`src/rtl/ring_traffic_gen.sv`:
```
`default_nettype none
// ring_traffic_gen: open-loop per-node packet source with a timestamped source queue
// feeding a ring node's injection port over valid/ready.  Revision 1.0
module ring_traffic_gen #(
  parameter int          NUM_NODES            = 4,
  parameter int          NODE_ID              = 0,
  parameter int          PACKET_SIZE          = 49,
  parameter int          INJECT_CYCLE         = 2,
  parameter int          NUM_PACKETS_PER_NODE = 20,
  parameter int          TRAFFIC_PATTERN      = 0,
  parameter int          QUEUE_DEPTH          = 4,
  parameter logic [15:0] LFSR_SEED            = 16'hACE1
) (
  input  logic                   clk,
  input  logic                   rst,
  input  logic                   enable,
  output logic [PACKET_SIZE-1:0] out_pkt,
  output logic                   out_valid,
  input  logic                   out_ready,
  output logic [15:0]            injected_count,
  output logic [15:0]            stall_cycles,
  output logic                   done
);

  localparam int          AW       = $clog2(QUEUE_DEPTH);
  localparam logic [AW:0] C_DEPTH  = (AW+1)'(QUEUE_DEPTH);
  localparam logic [AW:0] C_ONE    = (AW+1)'(1);
  localparam logic [15:0] C_NODE   = 16'(NODE_ID);
  localparam logic [15:0] C_MASK   = 16'(NUM_NODES - 1);
  localparam logic [15:0] C_RELOAD = 16'(INJECT_CYCLE - 1);
  localparam logic [15:0] C_NPKT   = 16'(NUM_PACKETS_PER_NODE);

  localparam logic [1:0] S_IDLE  = 2'd0;
  localparam logic [1:0] S_RUN   = 2'd1;
  localparam logic [1:0] S_DRAIN = 2'd2;
  localparam logic [1:0] S_DONE  = 2'd3;

  logic [1:0]             r_state;
  logic [15:0]            r_cycle_cnt;
  logic [15:0]            r_timer;
  logic [15:0]            r_gen_count;
  logic [15:0]            r_lfsr;
  logic [PACKET_SIZE-1:0] r_mem [QUEUE_DEPTH];
  logic [AW-1:0]          r_wr_ptr;
  logic [AW-1:0]          r_rd_ptr;
  logic [AW:0]            r_count;
  logic [15:0]            r_injected;
  logic [15:0]            r_stall;
  logic                   r_done;

  logic                   w_empty;
  logic                   w_full;
  logic                   w_pop;
  logic                   w_try;
  logic                   w_push;
  logic                   w_stall;
  logic                   w_lfsr_fb;
  logic [15:0]            w_lfsr_idx;
  logic [15:0]            w_dest;
  logic [PACKET_SIZE-1:0] w_pkt;

  assign w_empty = (r_count == '0);
  assign w_full  = (r_count == C_DEPTH);
  assign w_pop   = !w_empty && out_ready;
  // A full queue still accepts when its head leaves in the same cycle.
  assign w_try   = (r_state == S_RUN) && enable && (r_timer == 16'd0);
  assign w_push  = w_try && (!w_full || w_pop);
  assign w_stall = w_try && !w_push;

  assign w_lfsr_fb  = r_lfsr[15] ^ r_lfsr[13] ^ r_lfsr[12] ^ r_lfsr[10];
  assign w_lfsr_idx = r_lfsr & C_MASK;

  always_comb begin
    w_dest = (~C_NODE) & C_MASK;
    case (TRAFFIC_PATTERN)
      1: w_dest = (C_NODE + 16'd1) & C_MASK;
      2: begin
        if (w_lfsr_idx == C_NODE) begin
          w_dest = (w_lfsr_idx + 16'd1) & C_MASK;
        end else begin
          w_dest = w_lfsr_idx;
        end
      end
      default: w_dest = (~C_NODE) & C_MASK;
    endcase
  end

  assign w_pkt = PACKET_SIZE'({1'b1, r_cycle_cnt, C_NODE, w_dest});

  assign out_valid      = !w_empty;
  assign out_pkt        = w_empty ? '0 : r_mem[r_rd_ptr];
  assign injected_count = r_injected;
  assign stall_cycles   = r_stall;
  assign done           = r_done;

  always_ff @(posedge clk) begin
    if (!rst && w_push) begin
      r_mem[r_wr_ptr] <= w_pkt;
    end
  end

  always_ff @(posedge clk) begin
    if (rst) begin
      r_state     <= S_IDLE;
      r_cycle_cnt <= '0;
      r_timer     <= '0;
      r_gen_count <= '0;
      r_lfsr      <= LFSR_SEED;
      r_wr_ptr    <= '0;
      r_rd_ptr    <= '0;
      r_count     <= '0;
      r_injected  <= '0;
      r_stall     <= '0;
      r_done      <= 1'b0;
    end else begin
      r_cycle_cnt <= r_cycle_cnt + 16'd1;

      if (w_push) begin
        r_wr_ptr <= r_wr_ptr + AW'(1);
      end
      if (w_pop) begin
        r_rd_ptr   <= r_rd_ptr + AW'(1);
        r_injected <= r_injected + 16'd1;
      end
      case ({w_push, w_pop})
        2'b10:   r_count <= r_count + C_ONE;
        2'b01:   r_count <= r_count - C_ONE;
        default: r_count <= r_count;
      endcase

      if (w_stall && (r_stall != 16'hFFFF)) begin
        r_stall <= r_stall + 16'd1;
      end

      case (r_state)
        S_IDLE: begin
          if (enable) begin
            r_state <= S_RUN;
          end
        end
        S_RUN: begin
          if (enable) begin
            if (w_push) begin
              r_gen_count <= r_gen_count + 16'd1;
              r_timer     <= C_RELOAD;
              r_lfsr      <= {r_lfsr[14:0], w_lfsr_fb};
              if ((r_gen_count + 16'd1) == C_NPKT) begin
                r_state <= S_DRAIN;
              end
            end else if (r_timer != 16'd0) begin
              r_timer <= r_timer - 16'd1;
            end
          end
        end
        // Leave DRAIN as the last entry departs so done rises right after it.
        S_DRAIN: begin
          if (w_empty || (w_pop && (r_count == C_ONE))) begin
            r_state <= S_DONE;
            r_done  <= 1'b1;
          end
        end
        default: r_state <= r_state;
      endcase
    end
  end

endmodule
`default_nettype wire

```
`config.mk`:
```
export PLATFORM = sky130hd
export DESIGN_NAME = ring_traffic_gen
export DESIGN_NICKNAME = d
export VERILOG_FILES = /design/src/rtl/ring_traffic_gen.sv
export SDC_FILE = /design/constraint.sdc
export NUM_CORES = 1
export LEC_CHECK = 0
export ABC_AREA = 1
export ABC_CLOCK_PERIOD_IN_PS = 2600
export BUFFER_PORTS_ARGS = -buffer_cell sky130_fd_sc_hd__buf_2
export CAP_MARGIN = 20
export CELL_PAD_IN_SITES_DETAIL_PLACEMENT = 2
export CELL_PAD_IN_SITES_GLOBAL_PLACEMENT = 2
export CORE_MARGIN = 2
export CORE_UTILIZATION = 32
export CTS_CLUSTER_SIZE = 20
export DETAILED_ROUTE_END_ITERATION = 10
export GPL_TIMING_DRIVEN = 0
export PLACE_DENSITY = 0.82
export REMOVE_ABC_BUFFERS = 1
export SLEW_MARGIN = 20
export SYNTH_ARGS = -nofsm -noshare
export SYNTH_HDL_FRONTEND = slang
export SYNTH_SLANG_ARGS = --single-unit
```
`constraint.sdc`:
```
create_clock -name clk -period 2.6 [get_ports clk]
set_input_delay 0.13 -clock clk [delete_from_list [all_inputs] [get_ports clk]]
set_output_delay 0.13 -clock clk [all_outputs]
set_load 0.02 [all_outputs]
```
==> metrics.txt, run 1 <==
# TYPE chip_impl_metric gauge
chip_impl_metric{name="cts_hold_repair.buffers",unit=""} 0
chip_impl_metric{name="drv_slew",unit=""} 0
chip_impl_metric{name="ys_warn_count",unit=""} 0
chip_impl_metric{name="p_total",unit="W"} 0.00794
chip_impl_info{name="worstSetupEndpointType",value="output pin"} 1
chip_impl_metric{name="clkLatencyLatePin",unit="ns"} 0.43
chip_impl_metric{name="start_util",unit="%"} 32.9
chip_impl_metric{name="crit_buf_inv",unit=""} 3
chip_impl_metric{name="crit_required",unit="ns"} 2.47
chip_impl_info{name="rr_startpoint",value="r_timer[0]"} 1
chip_impl_metric{name="synth_enable_flop_cells",unit=""} 64
chip_impl_metric{name="dpl_cell_area",unit="µm²"} 8010
chip_impl_metric{name="p_per_area",unit="nW/µm²"} 910
chip_impl_metric{name="floorplan.io_pins",unit=""} 87
chip_impl_metric{name="routed_wirelength",unit="mm"} 21.2
chip_impl_metric{name="post-route-cell-area",unit="µm²"} 8720
chip_impl_metric{name="post-place-cells",unit=""} 1236
chip_impl_metric{name="vdd.ir_drop.worst",unit="mV"} 0.435
chip_impl_metric{name="port_bufs",unit=""} 56
chip_impl_metric{name="fp.dieH",unit="µm"} 157
chip_impl_metric{name="min_period",unit="ns"} 2.31
chip_impl_metric{name="layout-drive-gt1-share",unit="%"} 15.7
chip_impl_info{name="min_from",value="out_ready"} 1
chip_impl_info{name="synthFlopType",value="sky130_fd_sc_hd__dfxtp_1"} 1
chip_impl_metric{name="std_cell_rows",unit=""} 55
chip_impl_metric{name="setup_viol_count_final",unit=""} 0
chip_impl_metric{name="grt_pass1_wl",unit="mm"} 34.7
chip_impl_metric{name="avgViaCountPerCell",unit=""} 4.83
chip_impl_metric{name="grt-ovfl-total",unit=""} 0
chip_impl_info{name="tritoncts_clock_tree",value="done"} 1
chip_impl_info{name="worst_setup_path_startpoint",value="r_count[0]"} 1
chip_impl_metric{name="max_clock_freq",unit="MHz"} 432
chip_impl_metric{name="clk_path_buf_depth",unit=""} 2
chip_impl_info{name="timing.critical_path.cells",value="inv_1 > ha_1 > nand2_4 > clkinv_2 > a21oi_1 > buf_2"} 1
chip_impl_metric{name="timing.critical_path.slowest_cell_delay",unit="ns"} 0.42
chip_impl_metric{name="clk_pin_slew",unit="ns"} 0.07
chip_impl_info{name="cp_launch_type",value="register"} 1
chip_impl_metric{name="via_count_of_the_first_global_routing_pass",unit=""} 6721
chip_impl_info{name="grt_busiest_layer",value="met2"} 1
chip_impl_metric{name="synth.ff_latch_count",unit=""} 156
chip_impl_metric{name="p_clk_share",unit="%"} 33.0
chip_impl_metric{name="layout-area-overhead-vs-synth",unit="%"} 16.4
chip_impl_info{name="ys_top_cells_by_area",value="sky130_fd_sc_hd__edfxtp_1, sky130_fd_sc_hd__dfxtp_1, sky130_fd_sc_hd__nor2_1"} 1
chip_impl_metric{name="antenna_violating_nets_remaining",unit=""} 0
chip_impl_metric{name="slew-limit-headroom",unit="%"} 51.5
chip_impl_metric{name="grt_use_met2",unit="%"} 33.2
chip_impl_info{name="critical-path-top-delay-family",value="buffers and inverters"} 1
chip_impl_metric{name="core_area",unit="µm²"} 22800
chip_impl_metric{name="synth_cell_types",unit=""} 43
chip_impl_metric{name="critPathMaxFanout",unit=""} 17
chip_impl_metric{name="fin_worst_skew",unit="ns"} 0.0140
chip_impl_metric{name="switching_share",unit="%"} 37.5
chip_impl_metric{name="die_width",unit="µm"} 157
chip_impl_metric{name="grt_usage",unit="%"} 17.9
chip_impl_metric{name="power.share.sequential",unit="%"} 37.4
chip_impl_metric{name="clock_sinks",unit=""} 156
chip_impl_metric{name="post-route-period-util",unit="%"} 89.0
chip_impl_metric{name="max-cap-violations",unit=""} 0
chip_impl_info{name="crit_path_top_delay_cell",value="sky130_fd_sc_hd__dfxtp_1"} 1
chip_impl_info{name="min-delay-path-class",value="in2reg"} 1
chip_impl_metric{name="gr-usage-met3",unit="%"} 2.86
chip_impl_info{name="status",value="finished, final reports clean"} 1
chip_impl_metric{name="post-route-util",unit="%"} 38.3
chip_impl_metric{name="hold_viol_final",unit=""} 0
chip_impl_metric{name="drcViolationCount",unit=""} 0
chip_impl_metric{name="timing.critical_path.arrival",unit="ns"} 2.18
chip_impl_info{name="synth_commonest_cells",value="sky130_fd_sc_hd__nor2_1, sky130_fd_sc_hd__nand2_1, sky130_fd_sc_hd__inv_1, sky130_fd_sc_hd__dfxtp_1, sky130_fd_sc_hd__o21ai_0"} 1
chip_impl_metric{name="drtIter0Drc",unit=""} 205
chip_impl_metric{name="p_comb_share",unit="%"} 29.6
chip_impl_metric{name="syn_inst",unit=""} 887
chip_impl_metric{name="syn-cell-area",unit="µm²"} 7490
chip_impl_info{name="synthMostInstantiatedCell",value="sky130_fd_sc_hd__nor2_1"} 1
chip_impl_info{name="critical_path_class",value="reg2out"} 1
chip_impl_metric{name="place_congestion",unit=""} 0.774
chip_impl_info{name="grt_setup_unrepaired",value="no"} 1
chip_impl_metric{name="tightestPinTransition",unit="ns"} 0.726
chip_impl_metric{name="finish.cell_count_without_fillers",unit=""} 1277
chip_impl_metric{name="dp_hpwl",unit="mm"} 14.2
chip_impl_metric{name="fin_setup_tns",unit="ns"} 0
chip_impl_metric{name="power.internal",unit="W"} 0.00496
chip_impl_metric{name="detailedRoute.firstPassIterationCount",unit=""} 6
chip_impl_metric{name="num_vias",unit=""} 6167
chip_impl_metric{name="cellLeakagePower",unit="nW"} 3.47
chip_impl_metric{name="synth_area_per_cell",unit="µm²"} 8.45
chip_impl_metric{name="cts_inserted_buffers",unit=""} 17
chip_impl_info{name="cts_root_buffer",value="sky130_fd_sc_hd__clkbuf_16"} 1
chip_impl_metric{name="netSwitchingPower",unit="W"} 0.00298
chip_impl_metric{name="asyncSetResetFlopFracSynth",unit="%"} 0
chip_impl_metric{name="yosysSeqAreaShare",unit="%"} 50.2
chip_impl_info{name="post-synth-top-area-cell",value="sky130_fd_sc_hd__edfxtp_1"} 1
chip_impl_metric{name="htree_levels",unit=""} 4
chip_impl_metric{name="fp.dieArea",unit="µm²"} 24700
chip_impl_metric{name="netlist.area_leader.share",unit="%"} 25.7
chip_impl_metric{name="number_of_antenna_violations_at_the_first_check_in_global_routing",unit=""} 1
chip_impl_metric{name="wire_per_inst",unit="µm"} 16.6
chip_impl_metric{name="layout.nets",unit=""} 973
chip_impl_metric{name="met1_usage",unit="%"} 21.4
chip_impl_metric{name="pin_count_of_the_biggest_net_entering_global_routing",unit=""} 41
[logic make-up after synthesis]
kind of cell	share of synthesized area [%]
fa+ha+maj	3.17
xor+xnor	1.52
simple gates	23.4
compound gates	12.0
other cells	0.0501
flops	50.2
buf+inv	9.54
[per-stage QoR]
step           hold WS, ns  setup slack (ns)
3_5_place_dp         0.463           -0.0460
3_3_place_gp         0.453             -1.23
4_1_cts              0.157           -0.0152
6_report             0.166             0.285
5_1_grt              0.169            0.0245
2_1_floorplan        0.197             0.190
[path summary, 6_finish.rpt]
| kind | end | slack [ns] | cells after the start |
|---|---|---|---|
| worst min-delay path | injected_count[0] | 0.17 | 4 |
| worst max-delay path | out_pkt[35] | 0.29 | 6 |
| worst min register to register | stall_cycles[4] | 0.47 | 2 |
| worst max register to register | r_mem[0][7] | 0.35 | 11 |
[sequential cells by signal, summed over array words and instances, names as in the netlist, 3 cells and up, named ones only]
signal	cells
r_mem	64
injected_count	16
r_cycle_cnt	16
r_gen_count	16
r_timer	16
stall_cycles	16
r_count	3
[cell type report]
type | count | area (µm²)
inverters | 101 | 389
repair inverters | 1 | 7.51
flip-flops and latches | 156 | 3770
clock inverters | 13 | 178
clock buffers | 19 | 433
multi-input cells | 606 | 3160
well taps | 313 | 392
repair buffers | 67 | 385
diodes | 1 | 2.50
fillers | 2564 | 14100
[worst reg2reg max path, stage by stage (launching register included)]
cell and delay (ns):
sky130_fd_sc_hd__dfxtp_1 0.32, sky130_fd_sc_hd__inv_1 0.13, sky130_fd_sc_hd__ha_1 0.18, sky130_fd_sc_hd__inv_1 0.06, sky130_fd_sc_hd__nor2_1 0.13, sky130_fd_sc_hd__nand2_1 0.10
sky130_fd_sc_hd__nor2_4 0.14, sky130_fd_sc_hd__nand3_4 0.12, sky130_fd_sc_hd__nor2_8 0.17, sky130_fd_sc_hd__nand2_4 0.19, sky130_fd_sc_hd__nor2_4 0.23, sky130_fd_sc_hd__buf_6 0.18
[repair_timing]
| item | 4_1_cts | 5_1_grt |
|---|---|---|
| buffers inserted | 0 | 7 |
| cloned | 1 | 0 |
| gates resized for setup | 8 | 3 |
| setup endpoints to repair | 39 | 58 |
| pin swaps | 0 | 3 |
[power by group through the flow]
stage	sequential, W	clock [W]	combinational [W]
4_1_cts	0.00297	0.00266	0.00239
3_5_place_dp	0.00301	0	0.00231
2_1_floorplan	0.00294	0	0.00161
6_report	0.00297	0.00262	0.00235
3_3_place_gp	0.00300	0	0.00219
5_1_grt	0.00300	0.00277	0.00264
[per-layer routing]
metal | up-vias | part of all wire, %
met2 | 84 | 52
met1 | 3052 | 44
met4 | 0 | 1.3
met3 | 19 | 2.4
met5 | - | 0
li1 | 3012 | -
[cell usage in the layout, fill, tap and decap left out, types with 3 or more instances in the layout]
cell                         instances
sky130_fd_sc_hd__inv_2               5
sky130_fd_sc_hd__nand2_2             4
sky130_fd_sc_hd__nand4_1            16
sky130_fd_sc_hd__edfxtp_1           64
sky130_fd_sc_hd__xnor2_1             3
sky130_fd_sc_hd__and3_1              3
sky130_fd_sc_hd__ha_1               19
sky130_fd_sc_hd__nor2_1            132
sky130_fd_sc_hd__nand2_1           116
sky130_fd_sc_hd__o22ai_1             8
sky130_fd_sc_hd__clkinvlp_4          4
sky130_fd_sc_hd__inv_1              93
sky130_fd_sc_hd__xor2_1             10
sky130_fd_sc_hd__o21ai_1             4
sky130_fd_sc_hd__nand3_1            40
sky130_fd_sc_hd__o21ai_0            77
sky130_fd_sc_hd__conb_1             30
sky130_fd_sc_hd__buf_4               7
sky130_fd_sc_hd__buf_2              56
sky130_fd_sc_hd__inv_6               6
sky130_fd_sc_hd__clkbuf_16          17
sky130_fd_sc_hd__nor2_4             11
sky130_fd_sc_hd__nor3_1             18
sky130_fd_sc_hd__nand2_4             5
sky130_fd_sc_hd__bufinv_16           3
sky130_fd_sc_hd__a31oi_1             3
sky130_fd_sc_hd__dfxtp_1            90
sky130_fd_sc_hd__nor2_2             13
sky130_fd_sc_hd__a21oi_1            75
No activity file was read; power rests on OpenSTA's default activity.
==> inputs of run 2 (changes only) <==
- ABC_CLOCK_PERIOD_IN_PS: 2600 -> 2060
- MAX_ROUTING_LAYER: not set -> met4
- clock period: 2.6 -> 2.06 ns (I/O delays scaled with it)
==> metrics.txt, run 2 (synthesis gave the netlist of run 1 again) <==
# TYPE chip_impl_metric gauge
chip_impl_metric{name="dp_hpwl",unit="mm"} 14.2
chip_impl_metric{name="post-place-cells",unit=""} 1236
chip_impl_info{name="regMostFlops",value="r_mem"} 1
chip_impl_metric{name="num_vias",unit=""} 6759
chip_impl_metric{name="fp.dieArea",unit="µm²"} 24700
chip_impl_metric{name="detailedRoute.firstPassIterationCount",unit=""} 5
chip_impl_metric{name="fin_worst_skew",unit="ns"} 0.0159
chip_impl_info{name="layout.cells.most_common",value="sky130_fd_sc_hd__nor2_1"} 1
chip_impl_metric{name="timing.critical_path.arrival",unit="ns"} 2.54
chip_impl_metric{name="tightestPinTransition",unit="ns"} 0.833
chip_impl_metric{name="hold_viol_final",unit=""} 0
chip_impl_metric{name="cellLeakagePower",unit="nW"} 3.81
chip_impl_metric{name="post-route-worst-setup-slack",unit="ns"} -0.164
chip_impl_metric{name="clk_pin_slew",unit="ns"} 0.07
chip_impl_metric{name="avgViaCountPerCell",unit=""} 5.04
chip_impl_metric{name="layout-drive-gt1-share",unit="%"} 27.6
chip_impl_info{name="cp_launch_type",value="register"} 1
chip_impl_metric{name="largest_register_ffs",unit=""} 64
chip_impl_metric{name="crit_required",unit="ns"} 2.37
chip_impl_metric{name="clkLatencyLatePin",unit="ns"} 0.43
chip_impl_metric{name="multi_input_comb_area",unit="µm²"} 3460
chip_impl_metric{name="critPathMaxFanout",unit=""} 8
chip_impl_metric{name="start_util",unit="%"} 32.9
chip_impl_metric{name="fp.dieH",unit="µm"} 157
chip_impl_metric{name="port_bufs",unit=""} 56
chip_impl_metric{name="clock_sinks",unit=""} 156
chip_impl_metric{name="floorplan.io_pins",unit=""} 87
chip_impl_metric{name="grt-ovfl-total",unit=""} 0
chip_impl_metric{name="holdWs",unit="ns"} 0.230
chip_impl_metric{name="drtIter0Drc",unit=""} 298
chip_impl_info{name="status",value="complete, but fails checks"} 1
chip_impl_metric{name="n_fill_cell",unit=""} 2463
chip_impl_info{name="critical_path_class",value="reg2reg"} 1
chip_impl_metric{name="p_per_area",unit="nW/µm²"} 1180
chip_impl_metric{name="layout.nets",unit=""} 1037
chip_impl_metric{name="grt_pass1_wl",unit="mm"} 39.3
chip_impl_metric{name="htree_levels",unit=""} 4
chip_impl_metric{name="max-cap-violations",unit=""} 0
chip_impl_info{name="cts_root_buffer",value="sky130_fd_sc_hd__clkbuf_16"} 1
chip_impl_metric{name="drcViolationCount",unit=""} 0
chip_impl_metric{name="finish.cell_count_without_fillers",unit=""} 1340
chip_impl_metric{name="drv_slew",unit=""} 0
chip_impl_metric{name="number_of_antenna_violations_at_the_first_check_in_global_routing",unit=""} 0
chip_impl_metric{name="post-route-period-util",unit="%"} 108
chip_impl_metric{name="routed_wirelength",unit="mm"} 28.8
chip_impl_metric{name="r2r_slack",unit="ns"} -0.16
chip_impl_metric{name="via_count_of_the_first_global_routing_pass",unit=""} 7143
chip_impl_info{name="grt_setup_unrepaired",value="yes"} 1
chip_impl_metric{name="antenna_violating_nets_remaining",unit=""} 0
chip_impl_metric{name="fin_setup_tns",unit="ns"} -3.58
chip_impl_metric{name="slew-limit-headroom",unit="%"} 44.4
chip_impl_info{name="min-delay-path-class",value="in2reg"} 1
chip_impl_metric{name="setup_viol_count_final",unit=""} 60
chip_impl_metric{name="grt_usage",unit="%"} 21.3
chip_impl_metric{name="min_period",unit="ns"} 2.22
chip_impl_metric{name="pin_count_of_the_biggest_net_entering_global_routing",unit=""} 41
chip_impl_info{name="worstSetupEndpointType",value="register"} 1
chip_impl_metric{name="cts_inserted_buffers",unit=""} 17
chip_impl_info{name="tritoncts_clock_tree",value="done"} 1
chip_impl_metric{name="vdd.ir_drop.worst",unit="mV"} 0.680
chip_impl_metric{name="die_width",unit="µm"} 157
chip_impl_metric{name="ff_latch_area",unit="µm²"} 3800
chip_impl_metric{name="max_clock_freq",unit="MHz"} 450
chip_impl_metric{name="preCtsSetupSlack",unit="ns"} -0.586
chip_impl_info{name="violations",value="setup timing"} 1
chip_impl_metric{name="wire_per_inst",unit="µm"} 21.5
chip_impl_metric{name="place_congestion",unit=""} 0.784
chip_impl_metric{name="clk_path_buf_depth",unit=""} 2
chip_impl_metric{name="std_cell_rows",unit=""} 55
chip_impl_metric{name="diodes",unit=""} 0
chip_impl_info{name="layout_common_cells",value="sky130_fd_sc_hd__nor2_1, sky130_fd_sc_hd__nand2_1, sky130_fd_sc_hd__inv_1, sky130_fd_sc_hd__dfxtp_1, sky130_fd_sc_hd__o21ai_0"} 1
chip_impl_metric{name="layout-area-overhead-vs-synth",unit="%"} 28.9
chip_impl_metric{name="core_area",unit="µm²"} 22800
==> run 2: cell types whose count changed in the layout (fill, tap and decap cells not counted), moves of 9 or more <==
cell / delta
sky130_fd_sc_hd__nor2_1: -10
sky130_fd_sc_hd__nor2_4: +11
sky130_fd_sc_hd__buf_4: +53
sky130_fd_sc_hd__dfxtp_1: -14
sky130_fd_sc_hd__dfxtp_2: +9
sky130_fd_sc_hd__inv_1: -17
==> run 2: critical path, cell delays in order, from the launching register on <==
cell and delay, ns:
sky130_fd_sc_hd__dfxtp_2 0.39, sky130_fd_sc_hd__ha_4 0.17, sky130_fd_sc_hd__nand3_2 0.18, sky130_fd_sc_hd__clkinv_4 0.14
sky130_fd_sc_hd__nand2_1 0.07, sky130_fd_sc_hd__nand2_1 0.10, sky130_fd_sc_hd__nand2_1 0.11, sky130_fd_sc_hd__nor2_1 0.21
sky130_fd_sc_hd__nand2_1 0.11, sky130_fd_sc_hd__nor2_2 0.14, sky130_fd_sc_hd__nand3_2 0.14, sky130_fd_sc_hd__nand2_4 0.10
sky130_fd_sc_hd__nand3_2 0.07, sky130_fd_sc_hd__nand2_1 0.10, sky130_fd_sc_hd__nor2_1 0.06
==> run 2: report_power, final <==
part / total [W] / internal (W) / switching (W)
sequential: 0.00377 / 0.00345 / 0.000319
clock: 0.00340 / 0.00194 / 0.00145
combinational: 0.00420 / 0.00149 / 0.00271
==> run 2: final timing paths <==
path,start,to,cells past startpoint
worst max register to register,r_gen_count[0],r_state[0],14
worst min-delay path,rst,stall_cycles[15],2
worst max-delay path,r_gen_count[0],r_state[0],14
worst min register to register,r_cycle_cnt[0],r_cycle_cnt[0],1
==> run 2: per-layer routing <==
metal	vias to the layer above	part of all wire, %	GRT usage (%)
li1	3143	-	-
met1	3395	41	24.0
met2	164	54	39.3
met3	57	2.7	2.78
met4	0	3.2	6.10
met5	-	0	-
==> run 2: timing repair <==
item                                   CTS  global route
endpoints found under the hold margin    0             0
setup buffers                           31            38
pin swaps                               14            24
gates cloned                             2             2
resized for setup                       45            89
hold buffers                             0             0
setup endpoints to repair              121           128
==> run 2: layout make-up <==
| class | instances | share of cell area (%) |
|---|---|---|
| flip-flops and latches | 156 | 39.3 |
| multi-input cells | 606 | 35.8 |
| repair buffers | 131 | 10.0 |
| clock buffers | 19 | 4.48 |
| inverters | 101 | 4.39 |
| well taps | 313 | 4.06 |
| clock inverters | 13 | 1.84 |
| repair inverters | 1 | 0.0777 |
==> run 2: through the flow <==
stage / cell area (µm²) / utilization [%] / power [W]
2_1_floorplan: 7270 / - / 0.00575
3_3_place_gp: 7940 / 34.9 / 0.00654
3_5_place_dp: 8010 / 35.1 / 0.00671
4_1_cts: 9040 / 39.7 / 0.0105
5_1_grt: 9660 / 42.4 / 0.0118
6_report: 9660 / 42.4 / 0.0114
